$ cat src/rtl/joypad_scanner.sv
// Autonomous multi-pad serial joypad scanner with NES-compatible $4016/$4017 CPU registers.
// Latency: to_cpu is combinational from addr; a scan spans LATCH_CYCLES + CLK_DIV + (BITS-1)*2*CLK_DIV + 1 cycles.
// Backpressure: none; CPU accesses are single-cycle and never wait on the scan FSM.
module joypad_scanner #(
    parameter int NUM_PADS     = 2,
    parameter int BITS         = 8,
    parameter int CLK_DIV      = 6,
    parameter int LATCH_CYCLES = 12,
    parameter int POLL_PERIOD  = 100000
) (
    input  logic                     clk,
    input  logic                     rst_n,
    input  logic                     wren,
    input  logic                     rden,
    input  logic [15:0]              addr,
    input  logic                     from_cpu,
    input  logic [NUM_PADS-1:0]      jp_data,
    output logic [NUM_PADS-1:0]      jp_clk,
    output logic                     jp_latch,
    output logic [7:0]               to_cpu,
    output logic [NUM_PADS*BITS-1:0] buttons,
    output logic                     scan_busy
);

    localparam int TMAX = (LATCH_CYCLES > CLK_DIV) ? LATCH_CYCLES : CLK_DIV;
    localparam int TW   = (TMAX > 1) ? $clog2(TMAX) : 1;
    localparam int PW   = (POLL_PERIOD > 1) ? $clog2(POLL_PERIOD) : 1;
    localparam int BW   = $clog2(BITS);

    localparam logic [TW-1:0] LATCH_LAST = TW'(LATCH_CYCLES - 1);
    localparam logic [TW-1:0] DIV_LAST   = TW'(CLK_DIV - 1);
    localparam logic [PW-1:0] POLL_LAST  = PW'(POLL_PERIOD - 1);
    localparam logic [BW-1:0] BIT_LAST   = BW'(BITS - 1);

    localparam logic [2:0] S_IDLE   = 3'd0;
    localparam logic [2:0] S_LATCH  = 3'd1;
    localparam logic [2:0] S_SETTLE = 3'd2;
    localparam logic [2:0] S_CLK_LO = 3'd3;
    localparam logic [2:0] S_CLK_HI = 3'd4;
    localparam logic [2:0] S_COMMIT = 3'd5;

    logic [2:0]          state;
    logic [TW-1:0]       tmr;
    logic [BW-1:0]       bidx;
    logic [PW-1:0]       poll_cnt;
    logic                poll_wrap;
    logic [NUM_PADS-1:0] sync_q1;
    logic [NUM_PADS-1:0] sync_q2;
    logic                sample_en;
    logic                commit;
    logic                strobe;
    logic                cs0;
    logic                cs1;
    logic                rd_shift;
    logic [3:0]          pad_lsb;

    logic [BITS-1:0]     shadow [NUM_PADS];
    logic [BITS-1:0]     btn_q  [NUM_PADS];
    logic [BITS-1:0]     shreg  [NUM_PADS];

    assign cs0       = (addr == 16'h4016);
    assign cs1       = (addr == 16'h4017);
    // A write in the same cycle as a read wins: the read then does not shift.
    assign rd_shift  = rden & ~wren;
    assign poll_wrap = (poll_cnt == POLL_LAST);
    // Bit 0 is taken at the end of SETTLE, later bits at the end of each high phase.
    assign sample_en = ((state == S_SETTLE) || (state == S_CLK_HI)) && (tmr == DIV_LAST);
    assign commit    = (state == S_COMMIT);

    assign jp_latch  = (state == S_LATCH);
    assign jp_clk    = (state == S_CLK_LO) ? '0 : '1;
    assign scan_busy = (state != S_IDLE);

    // Two-flop synchroniser for the asynchronous pad data lines.
    always_ff @(posedge clk or negedge rst_n) begin
        if (!rst_n) begin
            sync_q1 <= '0;
            sync_q2 <= '0;
        end else begin
            sync_q1 <= jp_data;
            sync_q2 <= sync_q1;
        end
    end

    // Free-running poll counter; its wrap kicks off a scan when the FSM is idle.
    always_ff @(posedge clk or negedge rst_n) begin
        if (!rst_n) begin
            poll_cnt <= '0;
        end else if (poll_wrap) begin
            poll_cnt <= '0;
        end else begin
            poll_cnt <= poll_cnt + 1'b1;
        end
    end

    // Scan sequencer: latch pulse, settle, then BITS-1 clock low/high pairs, then commit.
    always_ff @(posedge clk or negedge rst_n) begin
        if (!rst_n) begin
            state <= S_IDLE;
            tmr   <= '0;
            bidx  <= '0;
        end else begin
            case (state)
                S_IDLE: begin
                    if (poll_wrap) begin
                        state <= S_LATCH;
                        tmr   <= '0;
                        bidx  <= '0;
                    end
                end
                S_LATCH: begin
                    if (tmr == LATCH_LAST) begin
                        state <= S_SETTLE;
                        tmr   <= '0;
                    end else begin
                        tmr <= tmr + 1'b1;
                    end
                end
                S_SETTLE: begin
                    if (tmr == DIV_LAST) begin
                        state <= S_CLK_LO;
                        tmr   <= '0;
                        bidx  <= bidx + 1'b1;
                    end else begin
                        tmr <= tmr + 1'b1;
                    end
                end
                S_CLK_LO: begin
                    if (tmr == DIV_LAST) begin
                        state <= S_CLK_HI;
                        tmr   <= '0;
                    end else begin
                        tmr <= tmr + 1'b1;
                    end
                end
                S_CLK_HI: begin
                    if (tmr == DIV_LAST) begin
                        tmr <= '0;
                        if (bidx == BIT_LAST) begin
                            state <= S_COMMIT;
                        end else begin
                            state <= S_CLK_LO;
                            bidx  <= bidx + 1'b1;
                        end
                    end else begin
                        tmr <= tmr + 1'b1;
                    end
                end
                S_COMMIT: begin
                    state <= S_IDLE;
                end
                default: begin
                    state <= S_IDLE;
                end
            endcase
        end
    end

    // CPU strobe register; $4017 writes belong to the APU frame counter and are ignored.
    always_ff @(posedge clk or negedge rst_n) begin
        if (!rst_n) begin
            strobe <= 1'b0;
        end else if (wren && cs0) begin
            strobe <= from_cpu;
        end
    end

    generate
        for (genvar g = 0; g < NUM_PADS; g++) begin : g_pad
            // Even pads sit behind $4016, odd pads behind $4017.
            logic pad_sel;
            assign pad_sel = ((g % 2) == 1) ? cs1 : cs0;

            // Shadow capture of each bit as it is shifted out; pad data is active-low.
            always_ff @(posedge clk or negedge rst_n) begin
                if (!rst_n) begin
                    shadow[g] <= '0;
                end else if (sample_en) begin
                    shadow[g][bidx] <= ~sync_q2[g];
                end
            end

            // Snapshot updates in one cycle so software never sees a half-scanned pad.
            always_ff @(posedge clk or negedge rst_n) begin
                if (!rst_n) begin
                    btn_q[g] <= '0;
                end else if (commit) begin
                    btn_q[g] <= shadow[g];
                end
            end

            // CPU shift register: reloaded while strobed (taking a same-cycle commit), else shifts on reads.
            always_ff @(posedge clk or negedge rst_n) begin
                if (!rst_n) begin
                    shreg[g] <= '0;
                end else if (strobe) begin
                    shreg[g] <= commit ? shadow[g] : btn_q[g];
                end else if (rd_shift && pad_sel) begin
                    shreg[g] <= {1'b1, shreg[g][BITS-1:1]};
                end
            end

            assign buttons[g*BITS +: BITS] = btn_q[g];
        end

        for (genvar g = 0; g < 4; g++) begin : g_lsb
            if (g < NUM_PADS) begin : g_present
                assign pad_lsb[g] = shreg[g][0];
            end else begin : g_absent
                assign pad_lsb[g] = 1'b0;
            end
        end
    endgenerate

    // Read data: bit6 flags a decoded register, bits 1:0 carry the addressed pads' serial bits.
    always_comb begin
        to_cpu = 8'h00;
        if (cs0) begin
            to_cpu = {1'b0, 1'b1, 4'b0000, pad_lsb[2], pad_lsb[0]};
        end else if (cs1) begin
            to_cpu = {1'b0, 1'b1, 4'b0000, pad_lsb[3], pad_lsb[1]};
        end
    end

endmodule

$ cat config.mk
export PLATFORM = sky130hd
export DESIGN_NAME = joypad_scanner
export DESIGN_NICKNAME = d
export VERILOG_FILES = /design/src/rtl/joypad_scanner.sv
export SDC_FILE = /design/constraint.sdc
export NUM_CORES = 1
export LEC_CHECK = 0
export CORE_MARGIN = 5
export CORE_UTILIZATION = 40
export CTS_BUF_LIST = sky130_fd_sc_hd__clkbuf_2
export DETAILED_ROUTE_END_ITERATION = 10
export GPL_TIMING_DRIVEN = 0
export PLACE_DENSITY_LB_ADDON = 0.08
export SLEW_MARGIN = 10
export SYNTH_ARGS = -nofsm -noshare
export SYNTH_HDL_FRONTEND = slang
export SYNTH_SLANG_ARGS = --single-unit
$ cat constraint.sdc
create_clock -name clk -period 2.3 [get_ports clk]
set_input_delay 0.46 -clock clk [delete_from_list [all_inputs] [get_ports clk]]
set_output_delay 0.46 -clock clk [all_outputs]
set_load 0.02 [all_outputs]
Yosys cells after proc, flatten, opt, wreduce, memory -nomap -nowiden
Index checks and enable logic that the tools add are counted.
{"block": "op_classes", "eq_ne": 17, "reduce_logical": 16, "addsub": 3, "n_mul": 0, "magnitude_cmp": 2, "bitwise": 4, "n_shift": 0, "n_div": 0, "muxes": 30}
{"cell": "two-way mux 8 bit", "n": 7}
{"cell": "== test 16 x 15 -> 1 bit (second input constant)", "n": 2}
{"cell": "two-way mux 3 bit", "n": 10}
{"cell": "adder 17 x 1 -> 17 bit (second input constant)", "n": 1}
{"cell": "== test 17 bit (second input constant)", "n": 1}
{"cell": "two-way mux 17 bit", "n": 1}
{"cell": "bitwise mux 8 bit", "n": 2}
{"cell": "one-hot mux 3 bit (5 select lines)", "n": 1}
{"cell": "two-way mux 4 bit", "n": 3}
{"cell": "one-hot mux 4 bit (3 select lines)", "n": 1}
{"cell": "AND reduction 5 bit", "n": 2}
{"cell": "== test 3 bit (second input constant)", "n": 3}
{"cell": "one-hot mux 3 bit (3 select lines)", "n": 1}
{"cell": "nonzero test 3 bit", "n": 3}
{"cell": "!= test 2 x 1 -> 1 bit (second input constant)", "n": 4}
{"cell": "two-way mux 7 bit", "n": 1}
{"cell": "== test 3 x 2 -> 1 bit (second input constant)", "n": 2}
{"cell": "logical AND 1 bit", "n": 5}
{"cell": "adder 4 x 1 -> 4 bit (second input constant)", "n": 1}
{"cell": "== test 4 x 3 -> 1 bit (second input constant)", "n": 1}
{"cell": "== test 4 bit (second input constant)", "n": 1}
{"cell": "< comparator 3 x 4 -> 1 bit (second input constant)", "n": 1}
{"cell": "!= test 2 bit (second input constant)", "n": 2}
{"cell": "nonzero test 2 bit", "n": 2}
{"cell": "other kinds (12)", "n": 14}
{"block": "word_totals", "rom_bits": 0, "latchBits": 0, "elab_cells": 85, "mem_count": 0, "mem_bits_rw": 0, "output_inout_bits": 28, "register_bits": 80, "in_bits": 23}

Logic depth before layout (Yosys ltp)
Gate-level depths: netlist (run 1).
{"block": "depth", "ltp_word": 5, "mapped_depth": 7, "depth_no_buf": 6}

Least setup slack after synthesis (run 1)
Ideal clock, no wire load.
{"block": "synth_timing", "path_kind": "input port to output port", "from": "input addr[10]", "to": "output to_cpu[0]", "cell_stages": 5, "setup_slack_ps": -10, "path_buffers": 1, "arrival_ps": 1850, "path_cell_list": "nor4b_1 -> and3_1 -> clkbuf_1 -> and2_1 -> nor2b_1"}
{"block": "synth_via", "elab_chain_cells": 3, "elab_cells_between_ends": 4}
{"element": "start: declaration", "line_no": "15", "rtl": "input logic [15:0] addr,"}
{"element": "== test 16 x 15 -> 1 bit", "line_no": "62", "rtl": "assign cs1 = (addr == 16'h4017);"}
{"element": "two-way mux 7 bit", "line_no": "220", "rtl": "end else if (cs1) begin"}
{"element": "two-way mux 8 bit *", "line_no": "218", "rtl": "if (cs0) begin"}
{"element": "end: declaration", "line_no": "20", "rtl": "output logic [7:0] to_cpu,"}
Mark *: on every way between the ends. The rest lies on a longest branch, timed or not.

Worst setup path in the final report (run 1)
{"block": "layout_timing", "from": "input addr[11]", "to": "output to_cpu[0]"}
The elaborated chain is that of the path after synthesis.

==> flow_summary.yaml, run 1 <==
status:
  status: "complete, no violations"
yosys:
  synth-seq-area-share_pct: 51.02
  synth_ff_type: "dfrtp_1"
  ys.warnings.count: 0
  postSynthAreaPerCell_um2: 10.27
  synth-seq-cells: 80
  netlist_area_um2: 3924
  async_reset_ff_share_pct: 100.0
  synth_edf_count: 0
  ys_types: 52
  syn-instance-count: 382
power:
  cellPowerDensity_nw_per_um2: 471.3
  p_sw_share_pct: 24.30
  p_seq_share_pct: 62.6
  internal_power_uw: 1715
  vdd.ir_drop.worst_mv: 0.2394
  p_clk_share_pct: 32.1
  combPwrFrac_pct: 5.3
  power_switching_uw: 550.5
  p_leak_uw: 0.002092
clock_tree:
  path_clk_slew_ns: 0.20
  root_buffer: "clkbuf_2"
  clk_latency_ns: 0.51
  htree_levels: 3
  cts_buffer_depth: 2
  cts_buffers: 9
  clock-sinks: 80
  cts_tree: "done"
cells_and_area:
  fill_cells: 936
  multi_input_area_um2: 1763
  final-seq-area_um2: 2004
  area_growth_pct: 22.48
  nets: 475
  antenna_cells: 0
  fin_cells: 585
  drive_gt1_share_pct: 13.05
die:
  core_area_um2: 9684
  die_w_um: 109.0
  die_y_um: 109.0
  fp-row-count: 36
  design.die.area_um2: 11890
  start_util_pct: 40.52
  ios: 51
worst_setup_path:
  critPathBufInv: 2
  arrival_ns: 1.82
  path_cells: "clkdlybuf4s50_1 -> nor4_4 -> and3_4 -> and2_4 -> nor2b_4 -> buf_6"
  critPathKind: "in -> out"
  crit_fanout: 2
  end_kind: "output pin"
  worstPathRequired_ns: 1.84
  start_kind: "input pin"
  slowest_stage: "clkdlybuf4s50_1"
  cpLargestDelayFamily: "simple AND/OR/NAND/NOR gates"
  max_stage_delay_ns: 0.47
placement:
  place_ws_ns: -0.8853
  dp_hpwl_mm: 6.519
  gp_congestion: 0.7557
  numPortBuffers: 43
  numPlacedInstances: 564
sta:
  finalHoldViolations: 0
  fin_skew_ns: 0.02719
  max_slew_margin_pct: 54.85
  fin_crit_ns: 2.277
  worst_slack_ns: 0.02322
  fin_setup_tns_ns: 0
  min_period_over_period_pct: 98.99
  finalSetupViolCount: 0
  rsz0062_at_grt: "yes"
  max_freq_mhz: 439.2
  slew_viol_final: 0
  timing_worst_slew_pin_value_ns: 0.6720
drt:
  wirelength_mm: 9.221
  drc_errors: 0
  postRouteAntennaNets: 0
  drt-wirelength-per-cell_um: 15.76
  dr.pass1.iters: 4
  dr_total_vias: 3052
  drt_iter0_drc: 138
  routed_via_density: 5.217
global_routing:
  grtUsageTotal_pct: 16.32
  grt_pass1_wl_mm: 15.12
  first_global_vias: 3007
  antenna_found_initial: 0
  overflow: 0
  grt_max_degree: 54
run:
  cap_violations: 0
worst_hold_path:
  hp-class: "in -> reg"
[power groups by stage]
stage	sequential [uW]	clock [uW]	combinational, uW
after CTS	1420	763	121
after global routing	1420	822	135
after global placement	1440	0	108
after detailed placement	1440	0	115
final	1420	728	120
after floorplan	1440	0	36.7
[per-layer routing]
layer	track usage [%]	vias up	share of wire (%)	wire (um)
met5	0	-	0	0
met4	5.500	0	1.6	150
met3	4.085	9	4.3	401
met2	26.05	76	48	4464
met1	21.63	1469	46	4205
li1	-	1498	-	-
[what timing repair did]
action | CTS | global route
gates resized for setup | 30 | 19
setup buffers | 6 | 0
hold endpoints to repair | 27 | 0
pin swaps | 2 | 4
gates cloned | 0 | 0
hold buffers | 1 | 0
setup endpoints to repair | 6 | 5
[cell usage in the layout (no fill, tap or decap), types with 5 or more instances in the layout]
cell type / synthesis / layout
xnor2_1: 10 / 10
ha_1: 5 / 5
a21oi_1: 8 / 8
buf_4: 7 / 17
nor2_1: 15 / 15
nor3_1: 8 / 7
dlymetal6s2s_1: 0 / 5
o31ai_1: 15 / 15
nand3_1: 11 / 11
mux2i_1: 17 / 17
a41oi_1: 14 / 14
conb_1: 1 / 6
xor2_1: 6 / 6
nand4_1: 6 / 6
dfrtp_1: 80 / 78
nand3b_1: 5 / 5
inv_1: 25 / 25
buf_2: 5 / 5
nand2_1: 31 / 31
a2bb2oi_1: 14 / 14
clkbuf_1: 19 / 14
o21ai_0: 22 / 22
clkdlybuf4s50_1: 0 / 31
clkbuf_2: 0 / 12
[flip-flops by register name, summed over array words and instances, names as in the netlist]
register  flops
buttons      16
bidx          3
tmr           4
state         3
shreg        14
sync_q2       2
sync_q1       2
strobe        1
pad_lsb       2
poll_cnt     17
shadow       16
[final timing paths]
path,cells after the start,endpoint,slack (ns),start
min reg2reg,0,sync_q2[1],0.40,sync_q1[1]
max,6,to_cpu[0],0.02,addr[11]
min,1,sync_q1[1],0.38,jp_data[1]
max in group asynchronous,3,state[0],1.29,rst_n
min in group asynchronous,2,buttons[2],0.39,rst_n
max reg2reg,6,bidx[2],0.16,bidx[0]
[stage by stage]
| step | utilization (%) | power, uW | hold WS [ns] | instance area (um2) |
|---|---|---|---|---|
| after floorplan | - | 1478 | 0.1644 | 3945 |
| after global placement | 46.90 | 1550 | 0.3410 | 4542 |
| after detailed placement | 47.16 | 1556 | 0.3563 | 4567 |
| after CTS | 49.28 | 2302 | 0.3070 | 4772 |
| after global routing | 49.63 | 2376 | 0.2903 | 4806 |
| final | 49.63 | 2265 | 0.3775 | 4806 |
[area by class of cell]
cell class	count	area share, %
Clock buffer	10	1.041
Multi-Input combinational cell	249	36.68
Tap cell	133	3.463
Buffer	31	3.385
Timing Repair Buffer	51	10.52
Clock inverter	6	1.250
Sequential cell	80	41.71
Inverter	25	1.953
[synthesized netlist by cell type, drive strengths merged (2+ instances only)]
cell type	number	area (um2)
inv	25	93.84
nor2b	6	37.54
o21ai	22	110.1
a41oi	14	122.6
mux2	3	33.78
o31a	2	17.52
o211ai	2	15.01
xor2	6	52.55
a2111oi	2	17.52
dfrtp	80	2002
nand3	11	55.05
o221ai	3	26.28
and3b	4	35.03
buf	14	85.08
a21oi	8	40.04
nor3b	5	37.54
and3	2	12.51
xnor2	10	87.58
and4	2	18.77
ha	5	62.56
nand4	6	37.54
nand2	31	116.4
nor4	3	18.77
or3b	2	20.02
nor3	8	40.04
nand2b	4	25.02
mux2i	17	170.2
o31ai	15	112.6
nor2	15	56.30
a31oi	2	12.51
nand3b	5	37.54
a2bb2oi	14	122.6
clkbuf	19	71.32
[kinds of logic (layout without fill, tap and decap cells)]
group / Yosys count / in the layout / share of synthesized area (%)
AND/OR/NAND/NOR: 112 / 112 / 15.66
AO/OA/AOI/OAI: 90 / 90 / 16.49
flip-flops: 80 / 80 / 51.02
buffers and inverters: 58 / 123 / 6.378
multiplexers: 20 / 20 / 5.198
XOR/XNOR: 16 / 16 / 3.571
adder cells (fa/ha/maj): 5 / 5 / 1.594
other: 1 / 6 / 0.09557
No activity file was read; power rests on OpenSTA's default activity.
==> run 2, diff against run 1 <==
Clock period 2.3 ns to 2.5 ns, I/O delays scaled along.
==> flow_summary.yaml, run 2 (synthesis results as in run 1) <==
sta:
  worst_slack_ns: 0.1008
  timing_worst_slew_pin_value_ns: 0.5733
  holdWs_ns: 0.3770
  max_slew_margin_pct: 60.79
  min_period_over_period_pct: 95.97
  rsz0062_at_grt: "no"
  slew_viol_final: 0
  finalSetupViolCount: 0
  max_freq_mhz: 416.8
  fin_skew_ns: 0.02857
  fin_crit_ns: 2.399
  finalHoldViolations: 0
status:
  status: "complete, no violations"
drt:
  wirelength_mm: 9.177
  drt-wirelength-per-cell_um: 15.80
  dr.pass1.iters: 4
  drc_errors: 0
  postRouteAntennaNets: 0
  drt_iter0_drc: 108
  dr_total_vias: 3025
  routed_via_density: 5.207
global_routing:
  grtUsageTotal_pct: 16.05
  grt_use_met2_pct: 26.58
  busiest_layer: "met2"
  first_global_vias: 2966
  antenna_found_initial: 0
  met3_usage_pct: 4.085
  grt_max_degree: 45
  overflow: 0
  use_met1_pct: 20.80
  grt_pass1_wl_mm: 14.84
power:
  internal_power_uw: 1672
  p_sw_share_pct: 22.72
  vdd.ir_drop.worst_mv: 0.3095
  p_leak_uw: 0.002046
  p_clk_share_pct: 34.7
  p_seq_share_pct: 60.2
  cellPowerDensity_nw_per_um2: 455.7
  power_switching_uw: 491.6
  combPwrFrac_pct: 5.0
cells_and_area:
  nets: 472
  fin_cells: 581
  mostFrequentLayoutCell: "dfrtp_1"
  largest_reg_flops: 17
  layout_common_cells: "dfrtp_1 (78), clkdlybuf4s50_1 (36), nand2_1 (31)"
  area_growth_pct: 21.01
  top_register: "poll_cnt"
  antenna_cells: 0
  drive_gt1_share_pct: 10.71
die:
  ios: 51
  die_y_um: 109.0
  start_util_pct: 40.52
  core_area_um2: 9684
  die_w_um: 109.0
  fp-row-count: 36
  design.die.area_um2: 11890
clock_tree:
  cts_tree: "done"
  htree_levels: 3
  cts_buffer_depth: 2
  root_buffer: "clkbuf_2"
  clk_latency_ns: 0.50
  path_clk_slew_ns: 0.20
  clock-sinks: 80
  cts_buffers: 9
run:
  cap_violations: 0
placement:
  numPortBuffers: 43
  dp_hpwl_mm: 6.506
  numPlacedInstances: 564
  gp_congestion: 0.7821
  place_ws_ns: -0.7865
worst_hold_path:
  hp-class: "reg -> reg"
worst_setup_path:
  worstPathRequired_ns: 2.00
  arrival_ns: 1.90
  crit_fanout: 2
  critPathKind: "in -> out"
  start_kind: "input pin"
  end_kind: "output pin"
run 2: stage by stage:
stage               area [um2]  utilization [%]  total power [uW]  setup TNS (ns)
CTS                       4728            48.82              2201               0
global route              4748            49.03              2259               0
finish                    4748            49.03              2164               0
global placement          4539            46.87              1426         -166.70
floorplan                 3943                -              1359               0
detailed placement        4557            47.05              1429          -1.628
run 2: final timing paths:
| path | start | to | slack, ns | cells after the start |
|---|---|---|---|---|
| worst min register to register | sync_q1[1] | sync_q2[1] | 0.38 | 0 |
| max in group asynchronous | rst_n | buttons[14] | 1.36 | 3 |
| worst max register to register | bidx[0] | bidx[1] | 0.32 | 6 |
| worst max-delay path | addr[9] | to_cpu[0] | 0.10 | 6 |
| worst min-delay path | sync_q1[1] | sync_q2[1] | 0.38 | 0 |
| min in group asynchronous | rst_n | buttons[10] | 0.52 | 2 |
run 2: per-layer routing:
layer / up-vias / wire, um
li1: 1497 / -
met5: - / 0
met2: 55 / 4478
met4: 0 / 114
met1: 1466 / 4202
met3: 7 / 382
run 2: what timing repair did:
| item | CTS | global route |
|---|---|---|
| hold buffers | 1 | 0 |
| pin swaps | 1 | 1 |
| endpoints found under the hold margin | 43 | 0 |
| resized for setup | 22 | 5 |
| endpoints found under the setup margin | 6 | 4 |
| buffers inserted | 1 | 2 |
| gates cloned | 0 | 0 |
run 2: final cells by class:
class,instances,area (um2)
fillers,947,4936
well taps,133,166.4
inverters,25,93.84
plain buffers,31,152.6
multi-input cells,249,1743
repair buffers,48,465.4
clock inverters,5,72.57
flip-flops and latches,80,2004
clock buffers,10,50.05
run 2: worst max-delay path: stages:
cell and delay (ns):
clkdlybuf4s50_1 0.45, nor4_4 0.32, and3_4 0.22, and2_1 0.13, nor2b_1 0.11, buf_2 0.16
run 2: power by group through the flow:
stage	Combinational [uW]	Sequential (uW)	Clock [uW]
2_1_floorplan	33.7	1330	0
3_3_place_gp	99.1	1330	0
3_5_place_dp	103	1330	0
4_1_cts	109	1300	788
5_1_grt	121	1300	833
6_report	109	1300	751
==> run 3, diff against run 2 <==
Settings changed: CORE_UTILIZATION 40 to 57.
==> flow_summary.yaml, run 3 (synthesis results as in run 1) <==
power:
  p_leak_uw: 0.002083
  cellPowerDensity_nw_per_um2: 483.3
  power_uw: 2306
  vdd.ir_drop.worst_mv: 0.3212
clock_tree:
  clock-sinks: 80
  htree_levels: 3
  path_clk_slew_ns: 0.24
  cts_buffer_depth: 2
  cts_tree: "done"
  root_buffer: "clkbuf_2"
  cts_buffers: 9
  clk_latency_ns: 0.51
sta:
  timing_worst_slew_pin_value_ns: 0.6143
  max_freq_mhz: 405.4
  min_period_over_period_pct: 98.67
  finalSetupViolCount: 0
  fin_skew_ns: 0.03082
  finalHoldViolations: 0
  fin_setup_tns_ns: 0
  max_slew_margin_pct: 58.73
  fin_crit_ns: 2.467
  slew_viol_final: 0
worst_setup_path:
  r2r_setup_slack_ns: 0.33
  worstPathRequired_ns: 2.00
  r2r_start: "bidx[0]"
  startpoint: "addr[4]"
  critPathKind: "in -> out"
  start_kind: "input pin"
  rr_endpoint: "bidx[1]"
  end_kind: "output pin"
  crit_fanout: 4
  worstRegToRegCells: 6
  arrival_ns: 1.97
cells_and_area:
  largest_reg_flops: 17
  top_register: "poll_cnt"
  drive_gt1_share_pct: 11.97
  area_growth_pct: 21.59
  fill_cells: 533
  antenna_cells: 0
  nets: 474
  layout_common_cells: "dfrtp_1 (78), clkdlybuf4s50_1 (35), nand2_1 (31)"
  mostFrequentLayoutCell: "dfrtp_1"
drt:
  dr_total_vias: 3096
  drt_iter0_drc: 167
  drc_errors: 0
  wirelength_mm: 8.819
  routed_via_density: 5.831
  drt-wirelength-per-cell_um: 16.61
  dr.pass1.iters: 5
  postRouteAntennaNets: 0
die:
  die_w_um: 92.97
  fp-row-count: 30
  start_util_pct: 58.07
  die_y_um: 92.97
  design.die.area_um2: 8643
  ios: 51
  core_area_um2: 6756
global_routing:
  grt_max_degree: 68
  antenna_found_initial: 0
  grt_pass1_wl_mm: 15.10
  overflow: 0
  grtUsageTotal_pct: 22.13
  first_global_vias: 3068
placement:
  dp_hpwl_mm: 6.257
  numPortBuffers: 43
  gp_congestion: 0.8753
status:
  status: "complete, no violations"
worst_hold_path:
  hp-class: "in -> async"
run:
  cap_violations: 0
run 3: cell types whose count changed in the layout (fill, tap and decap cells not counted), moves of 2 or more:
cell and change:
clkbuf_2 -2, buf_2 -4, clkinv_4 +3, clkbuf_4 +2, buf_4 +3
run 3: how the worst max path moves through the flow:
stage	cells after the start	endpoint	slack, ns
floorplan	5	to_cpu[0]	0.11
finish	5	to_cpu[6]	0.03
CTS	6	to_cpu[0]	0.02
detailed placement	7	to_cpu[0]	-0.72
global route	6	to_cpu[0]	-0.006
global placement	1	poll_cnt[12]	-1.84
run 3: per-stage QoR:
stage | utilization (%) | hold WS (ns) | cells | setup WS (ns) | area [um2]
after floorplan | - | 0.2044 | 387 | 0.1096 | 3943
after global placement | 66.20 | 0.3368 | 510 | -1.836 | 4473
after global routing | 70.61 | 0.2886 | 531 | -0.006383 | 4771
final | 70.61 | 0.3348 | 531 | 0.03321 | 4771
after CTS | 69.70 | 0.2896 | 526 | 0.02254 | 4710
after detailed placement | 66.57 | 0.3347 | 511 | -0.7224 | 4498
run 3: repair_timing:
action,in CTS,in global routing
hold buffers,1,0
hold endpoints to repair,13,0
resized for setup,25,10
setup buffers,0,5
endpoints found under the setup margin,6,4
cloned,0,0
pin swaps,1,2
run 3: routing by layer:
metal / part of all wire, % / routed length (um) / track usage [%] / up-vias
li1: - / - / - / 1502
met1: 44 / 3846 / 29.09 / 1518
met2: 51 / 4478 / 36.65 / 61
met3: 3.7 / 326 / 4.505 / 15
met4: 1.9 / 167 / 7.570 / 0
met5: 0 / 0 / 0 / -
run 3: area by class of cell:
cell class / instances / area (um2) / share of cell area [%]
clock buffers: 9 / 45.04 / 0.9441
multi-input cells: 249 / 1744 / 36.56
flip-flops and latches: 80 / 2004 / 42.01
inverters: 25 / 93.84 / 1.967
repair buffers: 50 / 503.0 / 10.54
plain buffers: 31 / 160.2 / 3.357
clock inverters: 7 / 120.1 / 2.518
well taps: 80 / 100.1 / 2.098
run 3: critical path, stage by stage:
cell,delay [ns]
clkdlybuf4s50_1,0.48
nor4bb_4,0.33
and3_4,0.25
and2_4,0.15
clkdlybuf4s15_2,0.26
run 3: where the power goes:
part / internal, uW / switching (uW)
Clock: 433 / 459
Combinational: 49.5 / 59.9
Sequential: 1300 / 1.96
Total: 1780 / 521
